`src/rtl/acesso_if.sv`:
```
// Request/grant bundle between the requesting profiles, the priority comparator
// and the grant stage of the shared resource.
interface acesso_if;
    logic       req0;
    logic       req1;
    logic       prio0;
    logic       prio1;
    logic       grant0;
    logic       grant1;
    logic       busy;
    logic       timeout;
    logic [2:0] estado;

    modport master (
        output req0, req1, prio0, prio1,
        input  grant0, grant1, busy, timeout, estado
    );

    modport slave (
        input  req0, req1, prio0, prio1,
        output grant0, grant1, busy, timeout, estado
    );
endinterface

```
`src/rtl/controle_acesso_recurso.sv`:
```
// Registered grant stage for the shared resource: IDLE/G0/G1/BOTH/GUARD FSM.
// Define ACESSO_TIMEOUT_EN to add the hold timer, timeout pulse and per-profile lockout.
module controle_acesso_recurso #(
    parameter int TEMPO_MAX = 16
) (
    input  logic      clk,
    input  logic      rst_n,
    acesso_if.slave   bus
);

    typedef enum logic [2:0] {
        IDLE  = 3'd0,
        G0    = 3'd1,
        G1    = 3'd2,
        BOTH  = 3'd3,
        GUARD = 3'd4
    } estado_t;

    if (TEMPO_MAX < 2 || TEMPO_MAX > 255) begin : g_tempo_invalido
        $error("TEMPO_MAX must be within 2..255");
    end

    estado_t state;
    estado_t state_next;
    logic    e0;
    logic    e1;

`ifdef ACESSO_TIMEOUT_EN
    localparam logic [7:0] LIMITE = 8'(TEMPO_MAX - 1);

    logic [7:0] timer;
    logic       lock0;
    logic       lock1;
    logic       set0;
    logic       set1;
    logic       expira;
    logic       timeout_q;

    // The owner is still requesting whenever this is consulted; a drop wins first.
    assign expira = (timer == LIMITE);
    assign e0     = bus.req0 & bus.prio0 & ~lock0;
    assign e1     = bus.req1 & bus.prio1 & ~lock1;
`else
    assign e0     = bus.req0 & bus.prio0;
    assign e1     = bus.req1 & bus.prio1;
`endif

    // NOTE: every signal written here gets a default first, so no path leaves one unassigned and no latch is inferred.
    always_comb begin
        state_next = state;
`ifdef ACESSO_TIMEOUT_EN
        set0 = 1'b0;
        set1 = 1'b0;
`endif
        case (state)
            IDLE: begin
                if (e0 && e1)  state_next = BOTH;
                else if (e0)   state_next = G0;
                else if (e1)   state_next = G1;
            end
            G0: begin
                if (!bus.req0) state_next = GUARD;
`ifdef ACESSO_TIMEOUT_EN
                else if (expira) begin
                    state_next = GUARD;
                    set0       = 1'b1;
                end
`endif
            end
            G1: begin
                if (!bus.req1) state_next = GUARD;
`ifdef ACESSO_TIMEOUT_EN
                else if (expira) begin
                    state_next = GUARD;
                    set1       = 1'b1;
                end
`endif
            end
            BOTH: begin
                if (!bus.req0 && !bus.req1) state_next = GUARD;
                else if (!bus.req0)         state_next = G1;
                else if (!bus.req1)         state_next = G0;
`ifdef ACESSO_TIMEOUT_EN
                else if (expira) begin
                    state_next = GUARD;
                    set0       = 1'b1;
                    set1       = 1'b1;
                end
`endif
            end
            GUARD:   state_next = IDLE;
            default: state_next = IDLE;
        endcase
    end

    // NOTE: state registers use non-blocking assignments so every flop samples pre-edge values.
    always_ff @(posedge clk) begin
        if (!rst_n) state <= IDLE;
        else        state <= state_next;
    end

`ifdef ACESSO_TIMEOUT_EN
    always_ff @(posedge clk) begin
        if (!rst_n) begin
            timer     <= '0;
            lock0     <= 1'b0;
            lock1     <= 1'b0;
            timeout_q <= 1'b0;
        end else begin
            timeout_q <= set0 | set1;
            lock0     <= (lock0 & bus.req0) | set0;
            lock1     <= (lock1 & bus.req1) | set1;
            // Any state change (including BOTH -> single owner) restarts the hold window.
            if (state_next != state)
                timer <= '0;
            else if (state == G0 || state == G1 || state == BOTH)
                timer <= timer + 8'd1;
        end
    end

    assign bus.timeout = timeout_q;
`else
    assign bus.timeout = 1'b0;
`endif

    assign bus.grant0 = (state == G0) || (state == BOTH);
    assign bus.grant1 = (state == G1) || (state == BOTH);
    assign bus.busy   = (state == G0) || (state == G1) || (state == BOTH);
    assign bus.estado = state;

endmodule
```
`src/flat_wrapper.sv`:
```
// flat-port wrapper written by rule: the top's interface ports become plain ports
module controle_acesso_recurso_flat 
#(
    parameter int TEMPO_MAX = 16
)
  (clk, rst_n, bus_req0, bus_req1, bus_prio0, bus_prio1, bus_grant0, bus_grant1, bus_busy, bus_timeout, bus_estado);
  acesso_if bus_i ();
  input  logic clk;
  input  logic rst_n;
  input wire logic [$bits(bus_i.req0)-1:0] bus_req0;
  input wire logic [$bits(bus_i.req1)-1:0] bus_req1;
  input wire logic [$bits(bus_i.prio0)-1:0] bus_prio0;
  input wire logic [$bits(bus_i.prio1)-1:0] bus_prio1;
  output wire logic [$bits(bus_i.grant0)-1:0] bus_grant0;
  output wire logic [$bits(bus_i.grant1)-1:0] bus_grant1;
  output wire logic [$bits(bus_i.busy)-1:0] bus_busy;
  output wire logic [$bits(bus_i.timeout)-1:0] bus_timeout;
  output wire logic [$bits(bus_i.estado)-1:0] bus_estado;
  assign bus_i.req0 = bus_req0;
  assign bus_i.req1 = bus_req1;
  assign bus_i.prio0 = bus_prio0;
  assign bus_i.prio1 = bus_prio1;
  assign bus_grant0 = bus_i.grant0;
  assign bus_grant1 = bus_i.grant1;
  assign bus_busy = bus_i.busy;
  assign bus_timeout = bus_i.timeout;
  assign bus_estado = bus_i.estado;
  controle_acesso_recurso #(.TEMPO_MAX(TEMPO_MAX)) u_core (.clk(clk), .rst_n(rst_n), .bus(bus_i));
endmodule
```
`config.mk`:
```
export PLATFORM = sky130hd
export DESIGN_NAME = controle_acesso_recurso_flat
export DESIGN_NICKNAME = d
export VERILOG_FILES = /design/src/rtl/acesso_if.sv /design/src/rtl/controle_acesso_recurso.sv /design/src/flat_wrapper.sv
export SDC_FILE = /design/constraint.sdc
export NUM_CORES = 1
export LEC_CHECK = 0
export ABC_AREA = 1
export CORE_AREA = 3 3 40 42
export CTS_CLUSTER_SIZE = 30
export DETAILED_ROUTE_END_ITERATION = 10
export DIE_AREA = 0 0 43 45
export GPL_ROUTABILITY_DRIVEN = 0
export PLACE_DENSITY = 0.54
export SYNTH_ARGS = -nofsm -noshare
export SYNTH_HDL_FRONTEND = slang
export SYNTH_SLANG_ARGS = --single-unit
```
`constraint.sdc`:
```
create_clock -name clk -period 1.2 [get_ports clk]
set_input_delay 0.18 -clock clk [delete_from_list [all_inputs] [get_ports clk]]
set_output_delay 0.18 -clock clk [all_outputs]
set_load 0.05 [all_outputs]
```
==> impl_results.html <==
<table>
<tr><th>Metric</th><th>Value</th></tr>
<tr><th colspan="2">Worst setup path</th></tr>
<tr><td>Slack of the worst reg-to-reg path</td><td>0.05 ns</td></tr>
<tr><td>CP Class</td><td>register to output pin</td></tr>
<tr><td>Sort of element at the start of the critical path</td><td>register</td></tr>
<tr><td>Data arrival at the endpoint of the critical path</td><td>1.02 ns</td></tr>
<tr><td>FF-to-FF path depth</td><td>6</td></tr>
<tr><td>Launching point of the worst reg2reg path</td><td>u_core.bus.estado[0]$_SDFFE_PN0P_</td></tr>
<tr><td>Worst setup endpoint</td><td>bus_grant1</td></tr>
<tr><td>Critical-path maximum fanout</td><td>5</td></tr>
<tr><td>Worst Setup SP</td><td>u_core.bus.estado[0]$_SDFFE_PN0P_</td></tr>
<tr><td>Kind of capture point of the worst setup path</td><td>output pin</td></tr>
<tr><td>R2r endpoint</td><td>u_core.bus.estado[0]$_SDFFE_PN0P_</td></tr>
<tr><td>Required arrival time at the worst endpoint</td><td>1.02 ns</td></tr>
<tr><th colspan="2">Placement</th></tr>
<tr><td>Sum of net half-perimeters after detailed placement</td><td>602 um</td></tr>
<tr><td>Dpl cell area</td><td>507 um^2</td></tr>
<tr><td>Input/output buffers</td><td>11</td></tr>
<tr><th colspan="2">Layout</th></tr>
<tr><td>Net count, final</td><td>74</td></tr>
<tr><td>Layout Cell Area excl Fill</td><td>579 um^2</td></tr>
<tr><td>Ratio of cells with drive above 1 in the final layout</td><td>0.478</td></tr>
<tr><td>Flip-flop count of the largest register, all copies and words added</td><td>3</td></tr>
<tr><td>Diodes inserted</td><td>0</td></tr>
<tr><td>Count of fill cells added during filler insertion</td><td>132</td></tr>
<tr><td>Storage cell area</td><td>71.3 um^2</td></tr>
<tr><td>Multi-input gate area in the final layout</td><td>223 um^2</td></tr>
<tr><td>Synth-to-Final Area Change</td><td>113%</td></tr>
<tr><th colspan="2">STA</th></tr>
<tr><td>Number of hold-slack violations in the final timing report</td><td>0</td></tr>
<tr><td>Final Skew</td><td>0.00364 ns</td></tr>
<tr><td>Top achievable clock speed</td><td>834 MHz</td></tr>
<tr><td>Minimum clock period after layout</td><td>1.20 ns</td></tr>
<tr><td>Setup violation total in the final timing report</td><td>0</td></tr>
<tr><td>Portion of the clock cycle consumed by the worst path in the final layout</td><td>0.999</td></tr>
<tr><td>Setup repair after global routing missed its margin</td><td>yes</td></tr>
<tr><td>Max-slew violation count</td><td>0</td></tr>
<tr><th colspan="2">Synthesis</th></tr>
<tr><td>Net count after synthesis</td><td>54</td></tr>
<tr><td>Most area-hungry cell type in the Yosys netlist</td><td>dfxtp_1</td></tr>
<tr><td>Post-synthesis async set-or-reset flop share</td><td>0</td></tr>
<tr><td>Top area cells in the synthesized netlist</td><td>dfxtp_1 (22%), nand2_1 (21%), inv_1 (8.3%), nor2_1 (8.3%), nand3_1 (7.4%)</td></tr>
<tr><td>Most frequent cells after synthesis</td><td>nand2_1 (15), inv_1 (6), nor2_1 (6), nand3_1 (4)</td></tr>
<tr><td>Total number of yosys warnings</td><td>0</td></tr>
<tr><td>Most frequently used flop master after synthesis</td><td>dfxtp_1</td></tr>
<tr><td>Proportion of netlist area held by the largest area contributor</td><td>0.221</td></tr>
<tr><td>Post-synthesis sequential area ratio</td><td>0.221</td></tr>
<tr><td>Post-synthesis area per instance</td><td>5.66 um^2</td></tr>
<tr><td>Cell count after synthesis</td><td>48</td></tr>
<tr><td>Most used standard cell by instance count after synthesis</td><td>nand2_1</td></tr>
<tr><td>Synth unique cells</td><td>15</td></tr>
<tr><td>Summed instance area of the synthesized netlist</td><td>272 um^2</td></tr>
<tr><td>Number of synthesized flops with an enable pin</td><td>0</td></tr>
<tr><td>Register bit total from synthesis</td><td>3</td></tr>
<tr><th colspan="2">CTS</th></tr>
<tr><td>Clk Latency, worst-skew pair</td><td>0.23 ns</td></tr>
<tr><td>Clock transition time at the flip-flop clock pins of the worst setup and hold paths</td><td>0.04 ns</td></tr>
<tr><td>Clock buffer count from CTS</td><td>3</td></tr>
<tr><td>Clock tree from TritonCTS</td><td>built</td></tr>
<tr><td>CTS sink count</td><td>3</td></tr>
<tr><td>CTS root buf</td><td>clkbuf_4</td></tr>
<tr><td># H-tree levels</td><td>1</td></tr>
<tr><td>Post-CTS Hold Buffers</td><td>0</td></tr>
<tr><td>Largest buffer count on any clock path</td><td>2</td></tr>
<tr><th colspan="2">Route</th></tr>
<tr><td>Initial detailed-routing violation count</td><td>8</td></tr>
<tr><td>Detail-routed via count per cell</td><td>4.29</td></tr>
<tr><td>Count of vias placed by the detailed router</td><td>352</td></tr>
<tr><td>Residual DRC</td><td>0</td></tr>
<tr><td>Number of optimization iterations in the first detailed-route pass</td><td>4</td></tr>
<tr><td>Number of nets with antenna violations after routing</td><td>0</td></tr>
<tr><td>Post-detailed-route wirelength per cell</td><td>9.40 um</td></tr>
<tr><td>Routed wire length</td><td>771 um</td></tr>
<tr><th colspan="2">Global routing</th></tr>
<tr><td>Largest net degree at the start of global routing</td><td>6</td></tr>
<tr><td>Vias in the first global route</td><td>345</td></tr>
<tr><td>Number of antenna violations at the first check in global routing</td><td>0</td></tr>
<tr><td>Congestion Overflow GR</td><td>0</td></tr>
<tr><td>Overall fraction of global-route tracks in use</td><td>0.0915</td></tr>
<tr><td>Wire length of the first global-routing pass</td><td>1350 um</td></tr>
<tr><th colspan="2">Job</th></tr>
<tr><td>Number of maximum-capacitance constraint violations</td><td>0</td></tr>
<tr><th colspan="2">Floorplanning</th></tr>
<tr><td>Initial cell density of the core</td><td>0.211</td></tr>
<tr><td>Die outline area</td><td>0.00194 mm^2</td></tr>
<tr><td>Number of placed I/O pins</td><td>13</td></tr>
<tr><td>Row Count</td><td>13</td></tr>
<tr><td>Width of the die</td><td>43 um</td></tr>
<tr><td>Core Footprint</td><td>0.00128 mm^2</td></tr>
<tr><td>Vertical die dimension</td><td>45 um</td></tr>
<tr><th colspan="2">Outcome</th></tr>
<tr><td>Run status</td><td>finished clean</td></tr>
<tr><th colspan="2">Worst hold path</th></tr>
<tr><td>Start point of the worst min-delay path</td><td>bus_req0</td></tr>
<tr><td>Hold Path Class</td><td>input port to register</td></tr>
</table>
[how the worst min path moves through the flow]
| stage | end | slack [ns] | cells past startpoint |
|---|---|---|---|
| 2_1_floorplan | u_core.bus.estado[0]$_SDFFE_PN0P_ | 0.29 | 2 |
| 3_3_place_gp | u_core.bus.estado[0]$_SDFFE_PN0P_ | 0.58 | 2 |
| 3_5_place_dp | u_core.bus.estado[0]$_SDFFE_PN0P_ | 0.59 | 2 |
| 4_1_cts | u_core.bus.estado[0]$_SDFFE_PN0P_ | 0.56 | 3 |
| 5_1_grt | u_core.bus.estado[2]$_SDFFE_PN0P_ | 0.50 | 4 |
| 6_report | u_core.bus.estado[2]$_SDFFE_PN0P_ | 0.44 | 4 |
[critical path, cell delays in order (launching register included)]
cell	delay, ns
dfxtp_4	0.36
nor2_4	0.12
nand2_2	0.09
o21ai_4	0.08
buf_12	0.15
[cell type report]
class	count	area share
Multi-Input combinational cell	37	0.384
Timing Repair Buffer	16	0.369
Sequential cell	3	0.123
Clock buffer	4	0.0454
Inverter	7	0.0454
Tap cell	15	0.0324
[cell families after synthesis]
family / Yosys count / synth area share
AND/OR/NAND/NOR: 32 / 0.567
buffers and inverters: 8 / 0.124
AO/OA/AOI/OAI: 4 / 0.0737
flip-flops: 3 / 0.221
other: 1 / 0.0138
[per-stage QoR]
step	TNS, ns	hold slack [ns]	setup WS [ns]	instances	util
2_1_floorplan	0	0.291	0.0246	48	-
3_3_place_gp	-0.395	0.580	-0.142	75	0.394
3_5_place_dp	-0.474	0.585	-0.171	75	0.394
4_1_cts	-0.00311	0.555	-0.00311	81	0.439
5_1_grt	-0.117	0.500	-0.0447	82	0.451
6_report	0	0.438	0.000919	82	0.451
[layout by cell type (no fill, tap or decap), drive strengths merged]
cell type and count:
o21ai 1, conb 1, dfxtp 3, a21oi 3
nor2 10, nand4 1, inv 7, clkdlybuf4s50 4
dlymetal6s2s 1, clkbuf 4, buf 11, nand2 16
nor3b 1, nand3 4
[what timing repair did]
item / 4_1_cts / 5_1_grt
gates resized for setup: 6 / 3
gates cloned: 0 / 0
endpoints found under the setup margin: 2 / 5
buffers inserted: 2 / 1
pin swaps: 1 / 1
[metal layers]
layer,vias up,GRT usage,routed length (um)
met3,0,0.0359,40
met4,0,0.0181,0
met5,-,0,0
met1,157,0.0986,302
met2,10,0.171,428
li1,185,-,-
Power is left out: the tool's default activity adds up to more than one toggle a clock period on the data nets, which glitch-free logic cannot reach.
